--- src/rtl/panel_scan.sv ---
// rtl/panel_scan.sv - binary-coded-modulation scan driver for a 32x16, 1/8-scan LED panel
module panel_scan #(
   parameter int DEPTH = 4,
   parameter int UNIT  = 8
) (
   input  logic        pixclk,
   input  logic        reset,
   input  logic        display,
   output logic [9:0]  rd_addr,
   input  logic [23:0] rd_data,
   output logic        r1,
   output logic        g1,
   output logic        b1,
   output logic        r2,
   output logic        g2,
   output logic        b2,
   output logic        panel_clk,
   output logic        latch,
   output logic        oe_n,
   output logic [2:0]  row_sel,
   output logic        frame_done
);

   localparam int SHOW_MAX = UNIT << (DEPTH - 1);
   localparam int SW       = $clog2(SHOW_MAX + 1);

   localparam logic [2:0] FETCH_U = 3'd0;
   localparam logic [2:0] FETCH_L = 3'd1;
   localparam logic [2:0] SHIFT   = 3'd2;
   localparam logic [2:0] CLK     = 3'd3;
   localparam logic [2:0] LATCH   = 3'd4;
   localparam logic [2:0] SHOW    = 3'd5;

   localparam logic [2:0] LAST_P   = 3'(DEPTH - 1);
   localparam logic [2:0] BIT_BASE = 3'(8 - DEPTH);

   logic [2:0]    state;
   logic [4:0]    col;
   logic [2:0]    r;
   logic [2:0]    p;
   logic          page;
   logic [2:0]    row_q;
   logic [SW-1:0] cnt;
   logic [23:0]   upper;
   logic [23:0]   lower;

   logic          last_show;
   logic          data_en;
   logic [2:0]    bit_sel;
   logic [23:0]   lo_px;
   logic [7:0]    ur, ug, ub, lr, lg, lb;

   assign last_show = (state == SHOW) && (cnt == SW'(1));

   always_ff @(posedge pixclk) begin
      if (!reset) begin
         state <= FETCH_U;
         col   <= '0;
         r     <= '0;
         p     <= '0;
         page  <= display;
         row_q <= '0;
         cnt   <= '0;
      end else begin
         case (state)
            FETCH_U: state <= FETCH_L;
            FETCH_L: begin
               upper <= rd_data;
               state <= SHIFT;
            end
            SHIFT: begin
               lower <= rd_data;
               state <= CLK;
            end
            CLK: begin
               if (col == 5'd31) begin
                  col   <= '0;
                  state <= LATCH;
               end else begin
                  col   <= col + 5'd1;
                  state <= FETCH_U;
               end
            end
            LATCH: begin
               row_q <= r;
               cnt   <= SW'(UNIT) << p;
               state <= SHOW;
            end
            SHOW: begin
               if (cnt == SW'(1)) begin
                  state <= FETCH_U;
                  if (p == LAST_P) begin
                     p <= '0;
                     if (r == 3'd7) begin
                        r    <= '0;
                        // page only follows the writer at a frame boundary
                        page <= display;
                     end else begin
                        r <= r + 3'd1;
                     end
                  end else begin
                     p <= p + 3'd1;
                  end
               end else begin
                  cnt <= cnt - SW'(1);
               end
            end
            default: state <= FETCH_U;
         endcase
      end
   end

   assign rd_addr = {page, (state == FETCH_L), r, col};

   // in SHIFT the lower pixel is still on rd_data; from CLK on it comes from the capture register
   assign lo_px   = (state == SHIFT) ? rd_data : lower;
   assign bit_sel = BIT_BASE + p;
   assign data_en = reset && ((state == SHIFT) || (state == CLK));

   assign ur = upper[23:16];
   assign ug = upper[15:8];
   assign ub = upper[7:0];
   assign lr = lo_px[23:16];
   assign lg = lo_px[15:8];
   assign lb = lo_px[7:0];

   assign r1 = data_en & ur[bit_sel];
   assign g1 = data_en & ug[bit_sel];
   assign b1 = data_en & ub[bit_sel];
   assign r2 = data_en & lr[bit_sel];
   assign g2 = data_en & lg[bit_sel];
   assign b2 = data_en & lb[bit_sel];

   // reset gates the strobes directly so an abort blanks the panel in the same cycle
   assign panel_clk  = reset && (state == CLK);
   assign latch      = reset && (state == LATCH);
   assign oe_n       = !(reset && (state == SHOW));
   assign row_sel    = reset ? row_q : 3'd0;
   assign frame_done = reset && last_show && (p == LAST_P) && (r == 3'd7);

endmodule

--- config.mk ---
export PLATFORM = sky130hd
export DESIGN_NAME = panel_scan
export DESIGN_NICKNAME = d
export VERILOG_FILES = /design/src/rtl/panel_scan.sv
export SDC_FILE = /design/constraint.sdc
export NUM_CORES = 1
export LEC_CHECK = 0
export ABC_AREA = 1
export BUFFER_PORTS_ARGS = -buffer_cell sky130_fd_sc_hd__buf_4
export CORE_ASPECT_RATIO = 0.75
export CORE_MARGIN = 10
export CORE_UTILIZATION = 25
export DETAILED_ROUTE_END_ITERATION = 7
export SYNTH_ARGS = -nofsm -noshare
export SYNTH_HDL_FRONTEND = slang
export SYNTH_SLANG_ARGS = --single-unit
--- constraint.sdc ---
create_clock -name pixclk -period 2.12 [get_ports pixclk]
set_clock_uncertainty 0.15 [all_clocks]
set_input_delay 0.212 -clock pixclk [delete_from_list [all_inputs] [get_ports pixclk]]
set_output_delay 0.212 -clock pixclk [all_outputs]
set_load 0.03 [all_outputs]
==> flow_metrics.env, run 1 <==
export IMPL_grt_pass1_wl_um=16800
export IMPL_gp_congestion=0.811
export IMPL_peakVddDrop_uv=362
export IMPL_wl_per_cell_um=14.9
export IMPL_final_cell_area_mm2=0.00527
export IMPL_gr_usage_all_layers_pct=10.2
export IMPL_cp_arrival_ns=1.79
export IMPL_slowest_delay_ns=0.36
export IMPL_core_area_mm2=0.0145
export IMPL_ys_top_cells_by_area="edfxtp_1, dfxtp_1, nand2_1"
export IMPL_hp_class="in -> reg"
export IMPL_grt_max_degree=40
export IMPL_rsz0062_at_grt="true"
export IMPL_initial_core_util_pct=25.6
export IMPL_criticalPathCategory="reg -> out"
export IMPL_synth_area_per_cell_um2=9.06
export IMPL_powerDensity_mw_per_mm2=669
export IMPL_violations="negative setup slack"
export IMPL_vias=3279
export IMPL_start_kind="flip-flop"
export IMPL_grt_pass1_vias=3134
export IMPL_synthCells=410
export IMPL_drt_iter0_drc=359
export IMPL_min_to="state[1]"
export IMPL_stdcell_count=715
export IMPL_yosys_area_top_type_share_pct=39.6
export IMPL_grt_busiest_layer="met2"
export IMPL_crit_fanout=6
export IMPL_drc=0
export IMPL_cts_buffers_inserted=9
export IMPL_dpl_cell_area_mm2=0.00424
export IMPL_ys_ff_latch=73
export IMPL_fillers=1417
export IMPL_use_met2_pct=15.5
export IMPL_synth_nets=447
export IMPL_dp_worst_setup_slack_ns=0.145
export IMPL_fin_util_pct=36.4
export IMPL_ios=50
export IMPL_hold_path_cell_count=3
export IMPL_rrSetupSlack_ns=0.22
export IMPL_period_share_pct=102
export IMPL_numPortBuffers=49
export IMPL_final_hold_violation_count=0
export IMPL_nNetsFinal=547
export IMPL_cts_max_level=3
export IMPL_insertion_delay_ns=0.33
export IMPL_postRouteAntennaNets=0
export IMPL_maxSlewViolCount=0
export IMPL_synthFlopType="edfxtp_1"
export IMPL_synth_distinct_cells=34
export IMPL_grt_overflow=0
export IMPL_die_area_mm2=0.0202
export IMPL_synth_most_common_cell="nand2_1"
export IMPL_power_leakage_uw=0.00220
export IMPL_viasPerCell=4.59
export IMPL_syn_to_final_growth_pct=42.0
export IMPL_fp_row_count=38
export IMPL_max_clock_freq_mhz=464
export IMPL_dpl_hpwl_um=7120
export IMPL_fin_crit_ns=2.16
export IMPL_gr_usage_met3_pct=3.87
export IMPL_dpl_cell_count=654
export IMPL_cts_root_buf="clkbuf_16"
export IMPL_cts_sinks=73
export IMPL_use_met1_pct=13.1
export IMPL_antenna_found_initial=0
export IMPL_cp_end_kind="output port"
export IMPL_status="complete, but fails checks"
export IMPL_maxCapViolations=0
export IMPL_r2r_end="cnt[6]"
export IMPL_synthTopCellsByCount="nand2_1, nor2_1, edfxtp_1, nand3_1"
export IMPL_critPathMostFrequentCell="nand3_2"
export IMPL_fp_dieH_um=126
export IMPL_max_slew_margin_pct=66.4
export IMPL_drtPass1Iterations=7
export IMPL_async_flop_share_pct=0
export IMPL_cp_cell_sequence="clkinv_4 > nand3_4 > buf_8 > nand2_2 > nand3_2 > nand3_2 > nand3_2 > nand2_1 > nor2_1 > buf_4"
export IMPL_slowest_stage="dfxtp_2"
export IMPL_reg2reg_from="state[1]"
export IMPL_power_total_uw=3530
export IMPL_setup_slack_ns=-0.0357
export IMPL_seq_area_frac_synth_pct=52.5
export IMPL_drt_total_wl_um=10700
export IMPL_worstMarginPinSlew_ns=0.504
export IMPL_synth_edf_count=49
export IMPL_die_x_um=161
export IMPL_cts_tree="built"
export IMPL_ys_warn_count=0
export IMPL_required_ns=1.76
export IMPL_yosysTopAreaCell="edfxtp_1"
export IMPL_r2r_cells=8
export IMPL_drive_gt1_share_pct=31.8
export IMPL_netlist_area_mm2=0.00371
export IMPL_clk_pin_slew_worst_paths_ns=0.05
export IMPL_num_antenna_cells=0
export IMPL_cts_max_path_buffers=2
export IMPL_worstHoldStart="reset"
export IMPL_setup_viol=1
==> state kept, by name (all words and copies together), names as in the netlist <==
register	cells
row_q	3
cnt	7
page	1
p	3
state	3
upper	24
col	5
lower	24
r	3
==> cells by family (layout without fill, tap and decap cells) <==
group                    Yosys count  after routing  share of synthesized area (%)
XOR/XNOR                           4              4                          0.943
AO/OA/AOI/OAI                     46             46                           7.14
buffers and inverters             48            152                           8.35
adder cells (fa/ha/maj)           10             10                           3.37
flip-flops                        73             73                           52.5
AND/OR/NAND/NOR                  229            230                           27.7
==> worst max path at each step <==
stage | from | endpoint | slack [ns] | cells past startpoint
2_1_floorplan | cnt[1] | frame_done | 0.11 | 8
5_1_grt | state[2] | b2 | -0.13 | 10
3_5_place_dp | state[0] | g2 | 0.15 | 10
6_report | state[2] | b2 | -0.04 | 10
4_1_cts | p[1] | g2 | 0.00008 | 7
3_3_place_gp | state[0] | g2 | 0.17 | 10
==> per-layer routing <==
| layer | vias up | part of all wire, % |
|---|---|---|
| li1 | 1591 | - |
| met1 | 1548 | 45 |
| met2 | 120 | 45 |
| met3 | 20 | 7.8 |
| met4 | 0 | 1.9 |
| met5 | - | 0 |
==> what timing repair did <==
item                       4_1_cts  5_1_grt
gates cloned                     3        1
resized for setup               32       57
hold endpoints to repair        25        0
pin swaps                        7       22
buffers inserted                 6       10
setup endpoints to repair        7        7
hold buffers                    25        0
==> cell type report <==
| type | count | area, um2 | area share, % |
|---|---|---|---|
| tap | 200 | 250 | 4.74 |
| clock inverter | 6 | 58.8 | 1.12 |
| multi-input combinational | 290 | 1660 | 31.5 |
| timing repair inverter | 1 | 16.3 | 0.308 |
| sequential | 73 | 1970 | 37.3 |
| inverter | 29 | 143 | 2.70 |
| clock buffer | 10 | 229 | 4.34 |
| timing repair buffer | 106 | 951 | 18.0 |
==> per-stage QoR <==
stage | TNS, ns | hold slack, ns
after floorplan | 0 | 0.161
after global placement | 0 | 0.242
after detailed placement | 0 | 0.244
after CTS | 0 | 0.175
after global routing | -0.334 | 0.114
final | -0.0357 | 0.104
==> worst max-delay path, delay by kind of cell (launching register included) <==
family	cells	cell delay (ns)
flip-flops	1	0.36
AND/OR/NAND/NOR	7	0.65
buffers and inverters	3	0.43
==> layout by cell type, fill, tap and decap left out, types with 3 or more instances in the layout <==
| cell | instances |
|---|---|
| a21oi_1 | 15 |
| buf_12 | 3 |
| buf_4 | 69 |
| buf_6 | 6 |
| clkbuf_16 | 10 |
| clkinv_1 | 3 |
| dfxtp_1 | 18 |
| dfxtp_2 | 3 |
| dfxtp_4 | 3 |
| dlygate4sd3_1 | 25 |
| edfxtp_1 | 49 |
| ha_1 | 10 |
| inv_1 | 20 |
| inv_2 | 3 |
| nand2_1 | 84 |
| nand2_2 | 14 |
| nand2_4 | 4 |
| nand3_1 | 33 |
| nand3_2 | 16 |
| nand3_4 | 4 |
| nand4_1 | 11 |
| nor2_1 | 46 |
| nor2_2 | 7 |
| nor2_4 | 4 |
| nor3_1 | 4 |
| o21ai_0 | 19 |
| o21ai_1 | 4 |
| o221a_2 | 3 |
| xor2_1 | 3 |
==> power by group <==
| group | leakage (uW) | internal, uW | switching, uW |
|---|---|---|---|
| Clock | 0.000138 | 902 | 565 |
| Combinational | 0.00140 | 181 | 237 |
| Sequential | 0.000665 | 1610 | 32.3 |
| Total | 0.00220 | 2690 | 833 |
Power figures use the tool's default switching activity.
==> run 2, diff against run 1 <==
TNS_END_PERCENT = 5   (was default)
==> run 2 against run 1 <==
Critical endpoint unchanged; global-route usage about the same; die area unchanged; critical path type unchanged; combinational power down 9.8%; the flow now finishes without violations; sequential power about the same; largest power group unchanged; register-to-register slack about the same; core utilization down 2.0 points.
==> flow_metrics.env, run 2 (synthesis gave the netlist of run 1 again) <==
export IMPL_status="finished clean"
export IMPL_worstMarginPinSlew_ns=0.499
export IMPL_drt_total_wl_um=10300
export IMPL_rrSetupSlack_ns=0.23
export IMPL_tns_ns=0
export IMPL_maxCapViolations=0
export IMPL_final_common_cell="nand2_1"
export IMPL_ios=50
export IMPL_gr_usage_all_layers_pct=10.2
export IMPL_final_hold_violation_count=0
export IMPL_hold_path_cell_count=3
export IMPL_die_x_um=161
export IMPL_drt_iter0_drc=279
export IMPL_clk_pin_slew_worst_paths_ns=0.05
export IMPL_cp_end_kind="output port"
export IMPL_crit_fanout=6
export IMPL_r2r_end="cnt[6]"
export IMPL_reg2reg_from="state[1]"
export IMPL_cts_tree="built"
export IMPL_antenna_found_initial=0
export IMPL_fin_crit_ns=2.12
export IMPL_cp_arrival_ns=1.75
export IMPL_dpl_cell_count=654
export IMPL_max_slew_margin_pct=66.8
export IMPL_gp_congestion=0.811
export IMPL_dp_worst_setup_slack_ns=0.145
export IMPL_grt_max_degree=40
export IMPL_grt_overflow=0
export IMPL_stdcell_count=705
export IMPL_drtPass1Iterations=5
export IMPL_required_ns=1.76
export IMPL_wl_per_cell_um=14.6
export IMPL_powerDensity_mw_per_mm2=697
export IMPL_syn_to_final_growth_pct=34.4
export IMPL_start_kind="flip-flop"
export IMPL_power_leakage_uw=0.00208
export IMPL_crit_buf_inv=3
export IMPL_hp_class="in -> reg"
export IMPL_fp_dieH_um=126
export IMPL_drive_gt1_share_pct=25.0
export IMPL_slowest_stage="dfxtp_4"
export IMPL_numPortBuffers=49
export IMPL_num_antenna_cells=0
export IMPL_grt_pass1_wl_um=16700
export IMPL_grt_pass1_vias=3126
export IMPL_min_to="state[0]"
export IMPL_top_regs="lower (24), upper (24), cnt (7)"
export IMPL_initial_core_util_pct=25.6
export IMPL_cp_top_family="simple AND/OR/NAND/NOR gates"
export IMPL_max_clock_freq_mhz=473
export IMPL_drc=0
export IMPL_r2r_cells=8
export IMPL_worstHoldStart="reset"
export IMPL_cts_buffers_inserted=9
export IMPL_vias=3229
export IMPL_cts_sinks=73
export IMPL_slowest_delay_ns=0.37
export IMPL_peakVddDrop_uv=361
export IMPL_criticalPathCategory="reg -> out"
export IMPL_rsz0062_at_grt="true"
export IMPL_die_area_mm2=0.0202
export IMPL_nNetsFinal=537
export IMPL_postRouteAntennaNets=0
export IMPL_cts_max_level=3
export IMPL_insertion_delay_ns=0.33
export IMPL_fp_row_count=38
export IMPL_setup_slack_ns=0.00423
export IMPL_period_share_pct=99.8
export IMPL_cts_root_buf="clkbuf_16"
export IMPL_cp_cell_sequence="inv_6 > nand3_4 > buf_6 > nand2_1 > nand3_1 > nand3_1 > nand3_2 > nand2_1 > nor2_1 > buf_4"
export IMPL_final_cell_mix="nand2_1, buf_4, edfxtp_1"
export IMPL_cts_max_path_buffers=2
export IMPL_maxSlewViolCount=0
export IMPL_viasPerCell=4.58
export IMPL_dpl_hpwl_um=7120
export IMPL_setup_viol=0
export IMPL_core_area_mm2=0.0145
-- run 2: cell types whose count changed in the layout (fill, tap and decap cells not counted), sizes merged --
cell,before,now
inv,25,28
clkbuf,11,10
buf,80,71
clkinv,8,5
-- run 2: timing repair --
action	4_1_cts	5_1_grt
hold buffers	25	0
resized for setup	24	19
gates cloned	3	0
endpoints found under the hold margin	25	0
buffers inserted	5	2
setup endpoints to repair	7	7
pin swaps	5	8
-- run 2: routing by layer --
metal	track usage [%]	wire length [um]	up-vias	share of wire (%)
met4	3.20	128	0	1.2
met1	13.0	4710	1527	46
met5	0	0	-	0
met2	15.4	4670	113	45
li1	-	-	1577	-
met3	4.00	766	12	7.5
-- run 2: worst min-delay path: stages --
cell      delay [ns]
buf_4           0.14
clkinv_1        0.20
a21oi_1         0.06
-- run 2: how the worst max path moves through the flow --
| stage | from | to | depth (start not counted) |
|---|---|---|---|
| 2_1_floorplan | cnt[1] | frame_done | 8 |
| 4_1_cts | state[0] | r2 | 10 |
| 6_report | state[0] | b2 | 10 |
| 5_1_grt | state[2] | b2 | 10 |
| 3_5_place_dp | state[0] | g2 | 10 |
| 3_3_place_gp | state[0] | g2 | 10 |
-- run 2: final cells by class --
cell class                      instances  area [um2]
Clock buffer                           10         229
Clock inverter                          6        58.8
Tap cell                              200         250
Timing Repair Buffer                   96         817
Inverter                               29         130
Fill cell                            1454        9510
Timing Repair inverter                  1        6.26
Sequential cell                        73        1960
Multi-Input combinational cell        290        1540
-- run 2: per-stage QoR --
step                      hold WS (ns)  instance area, um2  total power, uW  utilization (%)
after floorplan                  0.161                3720             1850                -
after global placement           0.242                4240             1970             29.3
after detailed placement         0.244                4240             1970             29.3
after CTS                        0.176                4920             3510             33.9
after global routing             0.197                4990             3630             34.4
final                            0.178                4990             3480             34.4
-- run 2: report_power, final --
group	leakage [uW]	internal (uW)	switching [uW]
registers	0.000664	1610	28.8
clock network	0.000138	902	562
logic	0.00128	160	217
